**config.mk**
```make
export PLATFORM = sky130hd
export DESIGN_NAME = bram4_stream_writer
export DESIGN_NICKNAME = d
export VERILOG_FILES = /design/src/rtl/bram4_pkg.sv /design/src/rtl/bram4_bank_mapper.sv /design/src/rtl/bram4_stream_writer.sv
export SDC_FILE = /design/constraint.sdc
export NUM_CORES = 1
export LEC_CHECK = 0
export ABC_AREA = 1
export BUFFER_PORTS_ARGS = -buffer_cell sky130_fd_sc_hd__buf_2
export CORE_ASPECT_RATIO = 0.8
export CORE_MARGIN = 10
export CORE_UTILIZATION = 30
export DETAILED_ROUTE_END_ITERATION = 6
export REMOVE_ABC_BUFFERS = 1
export SLEW_MARGIN = 0
export SYNTH_ARGS = -nofsm -noshare
export SYNTH_HDL_FRONTEND = slang
export SYNTH_HIERARCHICAL = 1
export SYNTH_SLANG_ARGS = --single-unit
```
**constraint.sdc**
```tcl
create_clock -name clk -period 4.8 [get_ports clk]
set_input_delay 0.48 -clock clk [delete_from_list [all_inputs] [get_ports clk]]
set_output_delay 0.48 -clock clk [all_outputs]
set_load 0.02 [all_outputs]
```
**src/rtl/bram4_pkg.sv**
```systemverilog
// Shared definitions for the four-bank BRAM read/write paths: state encoding,
// control/status register bit positions and bank count.
package bram4_pkg;

  typedef enum logic [1:0] {
    ST_IDLE  = 2'd0,
    ST_WRITE = 2'd1,
    ST_FLUSH = 2'd2,
    ST_DONE  = 2'd3
  } state_e;

  localparam int CTRL_START   = 0;
  localparam int CTRL_ABORT   = 1;

  localparam int STAT_BUSY    = 0;
  localparam int STAT_DONE    = 1;
  localparam int STAT_CLAMP   = 2;
  localparam int STAT_CNT_LSB = 16;

  localparam int NUM_BANKS    = 4;

endpackage

```
**src/rtl/bram4_bank_mapper.sv**
```systemverilog
// Registered mapper from a linear word index to a one-hot bank strobe and a
// shared per-bank address (word i -> bank i mod 4, address i/4).
module bram4_bank_mapper
  import bram4_pkg::*;
#(
  parameter int ADDR_W = 10
) (
  input  logic                 clk,
  input  logic                 rst,
  input  logic                 en_i,
  input  logic [ADDR_W+1:0]    idx_i,
  output logic                 en_o,
  output logic [NUM_BANKS-1:0] we_o,
  output logic [ADDR_W-1:0]    addr_o
);

  logic                 en_q;
  logic [NUM_BANKS-1:0] we_q;
  logic [ADDR_W-1:0]    addr_q;

  always_ff @(posedge clk or posedge rst) begin
    if (rst) begin
      en_q   <= 1'b0;
      we_q   <= '0;
      addr_q <= '0;
    end else begin
      en_q <= en_i;
      we_q <= en_i ? (NUM_BANKS'(1) << idx_i[1:0]) : '0;
      if (en_i) addr_q <= idx_i[ADDR_W+1:2];
    end
  end

  assign en_o   = en_q;
  assign we_o   = we_q;
  assign addr_o = addr_q;

endmodule

```
**src/rtl/bram4_stream_writer.sv**
```systemverilog
// Fills four interleaved BRAM banks from a valid/ready stream, started and
// monitored through the shared control/status register pair.
module bram4_stream_writer
  import bram4_pkg::*;
#(
  parameter int ADDR_W = 10,
  parameter int DATA_W = 32,
  parameter int CNT_W  = ADDR_W + 3
) (
  input  logic                 clk,
  input  logic                 rst,
  input  logic [31:0]          control_signal,
  input  logic [CNT_W-1:0]     length,
  input  logic [DATA_W-1:0]    s_data,
  input  logic                 s_valid,
  output logic                 s_ready,
  output logic                 bram_en,
  output logic [NUM_BANKS-1:0] bram_we,
  output logic [ADDR_W-1:0]    bram_addr,
  output logic [DATA_W-1:0]    bram_din,
  output logic [31:0]          status_signal
);

  localparam logic [CNT_W-1:0] CAP = CNT_W'(NUM_BANKS) << ADDR_W;

  function automatic logic [15:0] sat16(input logic [CNT_W-1:0] v);
    logic [CNT_W+15:0] wide;
    wide = {16'b0, v};
    return (|wide[CNT_W+15:16]) ? 16'hFFFF : wide[15:0];
  endfunction

  state_e             state_q, state_d;
  logic [CNT_W-1:0]   cnt_q, cnt_d;
  logic [CNT_W-1:0]   len_q, len_d;
  logic               clamp_q, clamp_d;
  logic               start_prev_q;
  logic [DATA_W-1:0]  din_q;
  logic               start_edge, abort, accept;
  logic               unused_ctrl;

  assign unused_ctrl = ^control_signal[31:2];
  assign start_edge  = control_signal[CTRL_START] & ~start_prev_q;
  assign abort       = control_signal[CTRL_ABORT];

  always_comb begin
    state_d = state_q;
    cnt_d   = cnt_q;
    len_d   = len_q;
    clamp_d = clamp_q;
    accept  = 1'b0;
    if (abort) begin
      state_d = ST_IDLE;
    end else begin
      case (state_q)
        ST_IDLE, ST_DONE: begin
          if (start_edge) begin
            clamp_d = (length > CAP);
            len_d   = clamp_d ? CAP : length;
            cnt_d   = '0;
            state_d = (len_d == '0) ? ST_DONE : ST_WRITE;
          end
        end
        ST_WRITE: begin
          if (s_valid) begin
            accept = 1'b1;
            cnt_d  = cnt_q + CNT_W'(1);
            if (cnt_q == len_q - CNT_W'(1)) state_d = ST_FLUSH;
          end
        end
        ST_FLUSH: state_d = ST_DONE;
        default:  state_d = ST_IDLE;
      endcase
    end
  end

  // start_prev resets high so a start bit held through reset is not an edge
  always_ff @(posedge clk or posedge rst) begin
    if (rst) begin
      state_q      <= ST_IDLE;
      cnt_q        <= '0;
      len_q        <= '0;
      clamp_q      <= 1'b0;
      start_prev_q <= 1'b1;
      din_q        <= '0;
    end else begin
      state_q      <= state_d;
      cnt_q        <= cnt_d;
      len_q        <= len_d;
      clamp_q      <= clamp_d;
      start_prev_q <= control_signal[CTRL_START];
      if (accept) din_q <= s_data;
    end
  end

  bram4_bank_mapper #(
    .ADDR_W (ADDR_W)
  ) u_mapper (
    .clk    (clk),
    .rst    (rst),
    .en_i   (accept),
    .idx_i  (cnt_q[ADDR_W+1:0]),
    .en_o   (bram_en),
    .we_o   (bram_we),
    .addr_o (bram_addr)
  );

  assign bram_din = din_q;
  assign s_ready  = (state_q == ST_WRITE);

  always_comb begin
    status_signal                           = '0;
    status_signal[STAT_BUSY]                = (state_q == ST_WRITE) || (state_q == ST_FLUSH);
    status_signal[STAT_DONE]                = (state_q == ST_DONE);
    status_signal[STAT_CLAMP]               = clamp_q;
    status_signal[STAT_CNT_LSB+15:STAT_CNT_LSB] = sat16(cnt_q);
  end

endmodule

```
Word-level counts from Yosys, hierarchy flattened
Index checks and enable logic that the tools add are counted.

Register bits after elaboration: 77. Output and inout port bits: 80. Logic and storage cells: 47. Input bits: 80.

Eq/ne operators: 9. Order comparisons: 1. Add/subtract/negate cells: 2. Reductions and logical operators: 8. Shift operators: 1. Multiplexer cells: 14. Bitwise gates (word level): 3.

Operators with widths (count): two-way mux 13 bit (3); case mux 13 bit (2 select lines) (1); adder 13 x 1 -> 13 bit (second input constant) (1); == test 13 bit (1); greater-than comparator 13 bit (second input constant) (1); zero test 13 bit (1); subtractor 13 x 1 -> 13 bit (second input constant) (1); two-way mux 2 bit (5); != test 3 bit (second input constant) (2); case mux 2 bit (3 select lines) (1); AND reduction 3 bit (2); == test 2 bit (second input constant) (2); two-way mux 4 bit (1); != test 2 bit (second input constant) (2); AND reduction 4 bit (1); left shift 1 x 2 -> 4 bit (first input constant) (1); two-way mux 1 bit (3); != test 3 x 2 -> 1 bit (second input constant) (1); == test 2 x 1 -> 1 bit (second input constant) (1); zero test 2 bit (1); inverter 1 bit (2); nonzero test 2 bit (1); OR reduction 2 bit (1); bitwise AND 1 bit (1); logical OR 1 bit (1).

Depth between registers and ports, before layout
Word-level depth: 7. Gate-level depth with buffers: 16. Gate-level depth less buffers: 16.

Modules after synthesis
Netlist, hierarchy kept.

Modules (own cells, without submodules): bram4_stream_writer (sequential area each 1552.7 um^2, cells an instance 450, area an instance 3349.5 um^2, times used 1); bram4_bank_mapper (sequential area each 375.4 um^2, cells an instance 56, area an instance 536.8 um^2, times used 1).

Worst setup path after synthesis
OpenSTA, ideal clock, no wires.

Path kind: reg2reg. Start: reg state_q[1]. End: reg u_mapper.addr_q[4], in the netlist u_mapper/addr_o[4]. Setup time: 0.066 ns. Buffers on the path: 2. Data required time: 4.734 ns. Path slack: 3.043 ns. Arrival: 1.691 ns. Period minus slack after synthesis: 1.757 ns. Cell stages (with the launch flop): 9. Path through: dfrtp_1 > inv_1 > ha_1 > nand2_1 > nor2_1 > buf_2 > buf_6 > nand2_1 > nand2_1.

Longest elaborated chain between the ends: 3.

RTL lines: start: declaration (line bram4_stream_writer.sv:32) `state_e state_q, state_d;`; start signal: assignment (line bram4_stream_writer.sv:86) `state_q <= state_d;`; == test 2 x 1 -> 1 bit; via s_ready (line bram4_stream_writer.sv:16) `output logic s_ready,`; two-way mux 1 bit (line bram4_stream_writer.sv:54) `case (state_q)`; two-way mux 1 bit (line bram4_stream_writer.sv:51) `if (abort) begin`; via accept (line bram4_stream_writer.sv:38) `logic start_edge, abort, accept;`; end signal: assignment (line bram4_bank_mapper.sv:29) `if (en_i) addr_q <= idx_i[ADDR_W+1:2];`; end: declaration (line bram4_bank_mapper.sv:19) `logic [ADDR_W-1:0] addr_q;`.

The timed path passes the listed nets, and every way through them passes these cells. A chain may end at the register's enable or synchronous reset.

Final worst setup path
Start: reg state_q[0]. End: reg cnt_q[10].

Longest elaborated chain between the ends: 4. Elaborated cells between the ends (all ways): 9. Classes of those cells: eq/ne: 4; mux: 1; reduce/logical: 4.

RTL lines: == test 2 bit or zero test 2 bit (tied branches) (line bram4_stream_writer.sv:54); OR reduction 2 bit (line bram4_stream_writer.sv:54); != test 2 bit (no source line) or nonzero test 2 bit (tied branches); AND reduction 4 bit (no source line); end signal: assignment (line bram4_stream_writer.sv:87) `cnt_q <= cnt_d;`; end: declaration (line bram4_stream_writer.sv:33) `logic [CNT_W-1:0] cnt_q, cnt_d;`.

Several ways; a longest one is shown, not always the timed one.

==> summary.txt <==
Timing
  – RSZ-0062 raised after global routing: false
  – Final Hold Viols: 0
  – Fmax: 454 MHz
  – Clk_skew: 0.00750 ns
  – Slew HR: 32.9%
  – Final Max Slew Viols: 0
  – Worst-Margin Slew: 1.01 ns
  – Minimum clock period: 2.20 ns
  – Final setup viols: 0
  – Period utilization: 45.9%
  – Final Worst Setup Slack: 2.60 ns
  – TNS Setup: 0 ns

Final layout
  – Final nets: 705
  – Fill cell count: 1346
  – Diode count: 0
  – Syn-to-layout area delta: 27.3%
  – Layout cells sized above 1: 24.6%

Clock network
  – Resized cells post-CTS: 0
  – Root buffer cell: clkbuf_16
  – Clock-pin slew on the worst setup and hold paths: 0.06 ns
  – CTS Buf Count: 9
  – Cts hold-fix bufs: 0
  – CTS tree: built
  – Clock sinks: 77
  – Post-CTS Setup Inserts: 0
  – Htree depth: 3
  – Clock Latency Late Sink: 0.35 ns
  – Clock Tree Buf Depth: 2

Setup path
  – Largest delay share family, worst path: simple AND/OR/NAND/NOR gates
  – Max stage delay on crit path: 0.41 ns
  – Critical Path Fanout Max: 12
  – Req. time, crit path: 5.04 ns
  – Crit-path slowest cell: a21oi_2
  – R2R Setup Slk: 2.60 ns
  – Crit path DAT: 2.45 ns
  – Critical path class: reg2reg
  – Buf+Inv Stages, Crit Path: 1
  – CP Capture Type: flop
  – Cell Chain, Critical Path: ha_1 -> inv_1 -> o21ai_1 -> a21oi_2 -> nand3_2 -> nor2_4 -> nand3_2 -> nor2_2 -> nand2_1 -> nand2_1 -> nor2_1
  – Startpoint types: flop

Detailed routing
  – Detailed Route Iter0 Violations: 290
  – Vias: 3436
  – # DRC: 0
  – Drt first pass iters: 5
  – Final wirelength: 10600 um
  – Post-route ant nets: 0
  – Routed wire per std cell: 13.3 um
  – DR vias/cell: 4.29

Power
  – Pwr per Cell Area: 661 nW/um^2
  – Clock network fraction of design power: 25.8%
  – Combinational Power Share: 41.1%
  – Sequential power share: 33.0%
  – Internal Pwr Total: 1910 uW
  – Switch share: 41.5%
  – P_leak: 0.00276 uW
  – Max VDD drop: 207 uV
  – Switch Pwr: 1360 uW

Placed design
  – Detailed Place HPWL: 8270 um
  – Port bufs: 113
  – Final RePlAce weighted congestion: 0.873
  – Pre-CTS setup slack: 2.62 ns

Floorplanning
  – Die height: 122 um
  – Die X: 147 um
  – Core box area: 12800 um^2
  – Cell Rows: 37
  – Initial core utilization: 30.4%
  – Die area: 17900 um^2
  – IO Pins: 160

Yosys
  – Netlist cell types: 33
  – Post-Synthesis Cell Area: 3890 um^2
  – Seq/Total Area, Yosys: 49.6%
  – Ys Warns: 6
  – Average cell area after synthesis: 7.68 um^2
  – Mapped Cells: 506
  – Seq cells post-synth: 77

Min path
  – Worst min path class: in2async

Global routing
  – First-pass GRT wire length: 17800 um
  – GRT overflow: 0
  – Initial antenna violation count: 0
  – GR Util All Layers: 12.5%
  – Largest net degree at the start of global routing: 63
  – Vias in the first global route: 3414

Flow run
  – Max cap viols: 0

Status
  – Status: complete, no violations
==> final cells by class <==
class,instances,area [um^2],area share (%)
inverter,53,199,4.02
multi-input combinational,365,1650,33.3
clock inverter,6,134,2.71
timing repair buffer,115,581,11.7
clock buffer,10,239,4.83
tap,175,219,4.42
sequential,77,1930,39.0
==> power by group through the flow <==
stage	Sequential [uW]	Combinational (uW)	Clock (uW)
floorplan	1300	713	0
global placement	1080	1340	0
detailed placement	1090	1360	0
CTS	1080	1370	868
global route	1120	1530	897
finish	1080	1350	845
==> logic make-up (layout without fill, tap and decap cells) <==
logic type	after synthesis	in the layout	synth area share, %
fa+ha+maj	4	4	1.29
xor+xnor	8	8	1.80
simple gates	303	303	32.9
flops	77	77	49.6
compound gates	34	34	4.73
other cells	1	16	0.0965
buf+inv	79	184	9.59
==> cell usage after synthesis, drive strengths merged <==
master  number  area [um^2]
o21ai       19         95.1
o21a         2         15.0
xor2         5         43.8
dfrtp       76         1900
o22ai        4         25.0
inv         52          195
nand3b       4         30.0
or2          1         6.26
dfstp        1         26.3
nor3         6         46.3
xnor2        3         26.3
clkbuf       4         15.0
buf         22          159
ha           4         50.1
and3         2         12.5
nand3       25          140
nor4         3         18.8
a21oi        9         48.8
clkinv       1         3.75
nor2        43          196
conb         1         3.75
nand2      219          827
==> sequential cells by signal (all words and copies together) (netlist names), 2 cells and up <==
register and flops:
len_q 13, bram_din 32, cnt_q 13, state_q 2, u_mapper/addr_o 10, u_mapper/we_o 4
==> through the flow <==
step                      power [uW]  hold WS, ns  util [%]  instance area [um^2]  cells
after floorplan                 2010        0.381         -                  3770    495
after global placement          2420        0.448      35.8                  4580    785
after detailed placement        2460        0.454      35.8                  4580    785
after CTS                       3320        0.191      38.7                  4950    801
after global routing            3550        0.224      38.7                  4950    801
final                           3270        0.190      38.7                  4950    801
==> cell usage in the layout, fill, tap and decap left out, types with 4 or more instances in the layout <==
cell,n
conb_1,16
o21ai_0,17
bufinv_16,4
nor2_2,5
nor2_1,34
buf_2,113
inv_1,47
inv_2,5
ha_1,4
nor3_1,4
a21oi_1,8
dfrtp_1,76
clkbuf_16,9
nor2_4,4
nand3b_1,4
o22ai_1,4
xor2_1,5
nand2_1,217
nand3_1,22
==> final timing paths <==
path / startpoint / endpoint / cells past startpoint
max: state_q[0]$_DFFE_PP0P_ / cnt_q[10]$_DFFE_PP0P_ / 11
min: rst / u_mapper/we_o[2]$_DFF_PP0_ / 2
max reg2reg: state_q[0]$_DFFE_PP0P_ / cnt_q[10]$_DFFE_PP0P_ / 11
min reg2reg: bram_din[21]$_DFFE_PP0P_ / bram_din[21]$_DFFE_PP0P_ / 2
max in group asynchronous: rst / bram_din[7]$_DFFE_PP0P_ / 3
min in group clk: control_signal[0] / start_prev_q$_DFF_PP1_ / 1
==> routing by layer <==
| metal | track usage [%] | up-vias | routed length, um | share of wire, % |
|---|---|---|---|---|
| met5 | 0 | - | 0 | 0 |
| met4 | 4.64 | 0 | 164 | 1.5 |
| met3 | 4.37 | 11 | 836 | 7.9 |
| met2 | 18.7 | 93 | 4650 | 44 |
| met1 | 16.3 | 1577 | 4980 | 47 |
| li1 | - | 1755 | - | - |
==> worst register-to-register path, stage by stage, from the launching register on <==
cell	delay, ns
dfrtp_1	0.40
ha_1	0.29
inv_1	0.17
o21ai_1	0.13
a21oi_2	0.41
nand3_2	0.19
nor2_4	0.17
nand3_2	0.09
nor2_2	0.11
nand2_1	0.05
nand2_1	0.06
nor2_1	0.04
(Power assumes the default switching activity.)
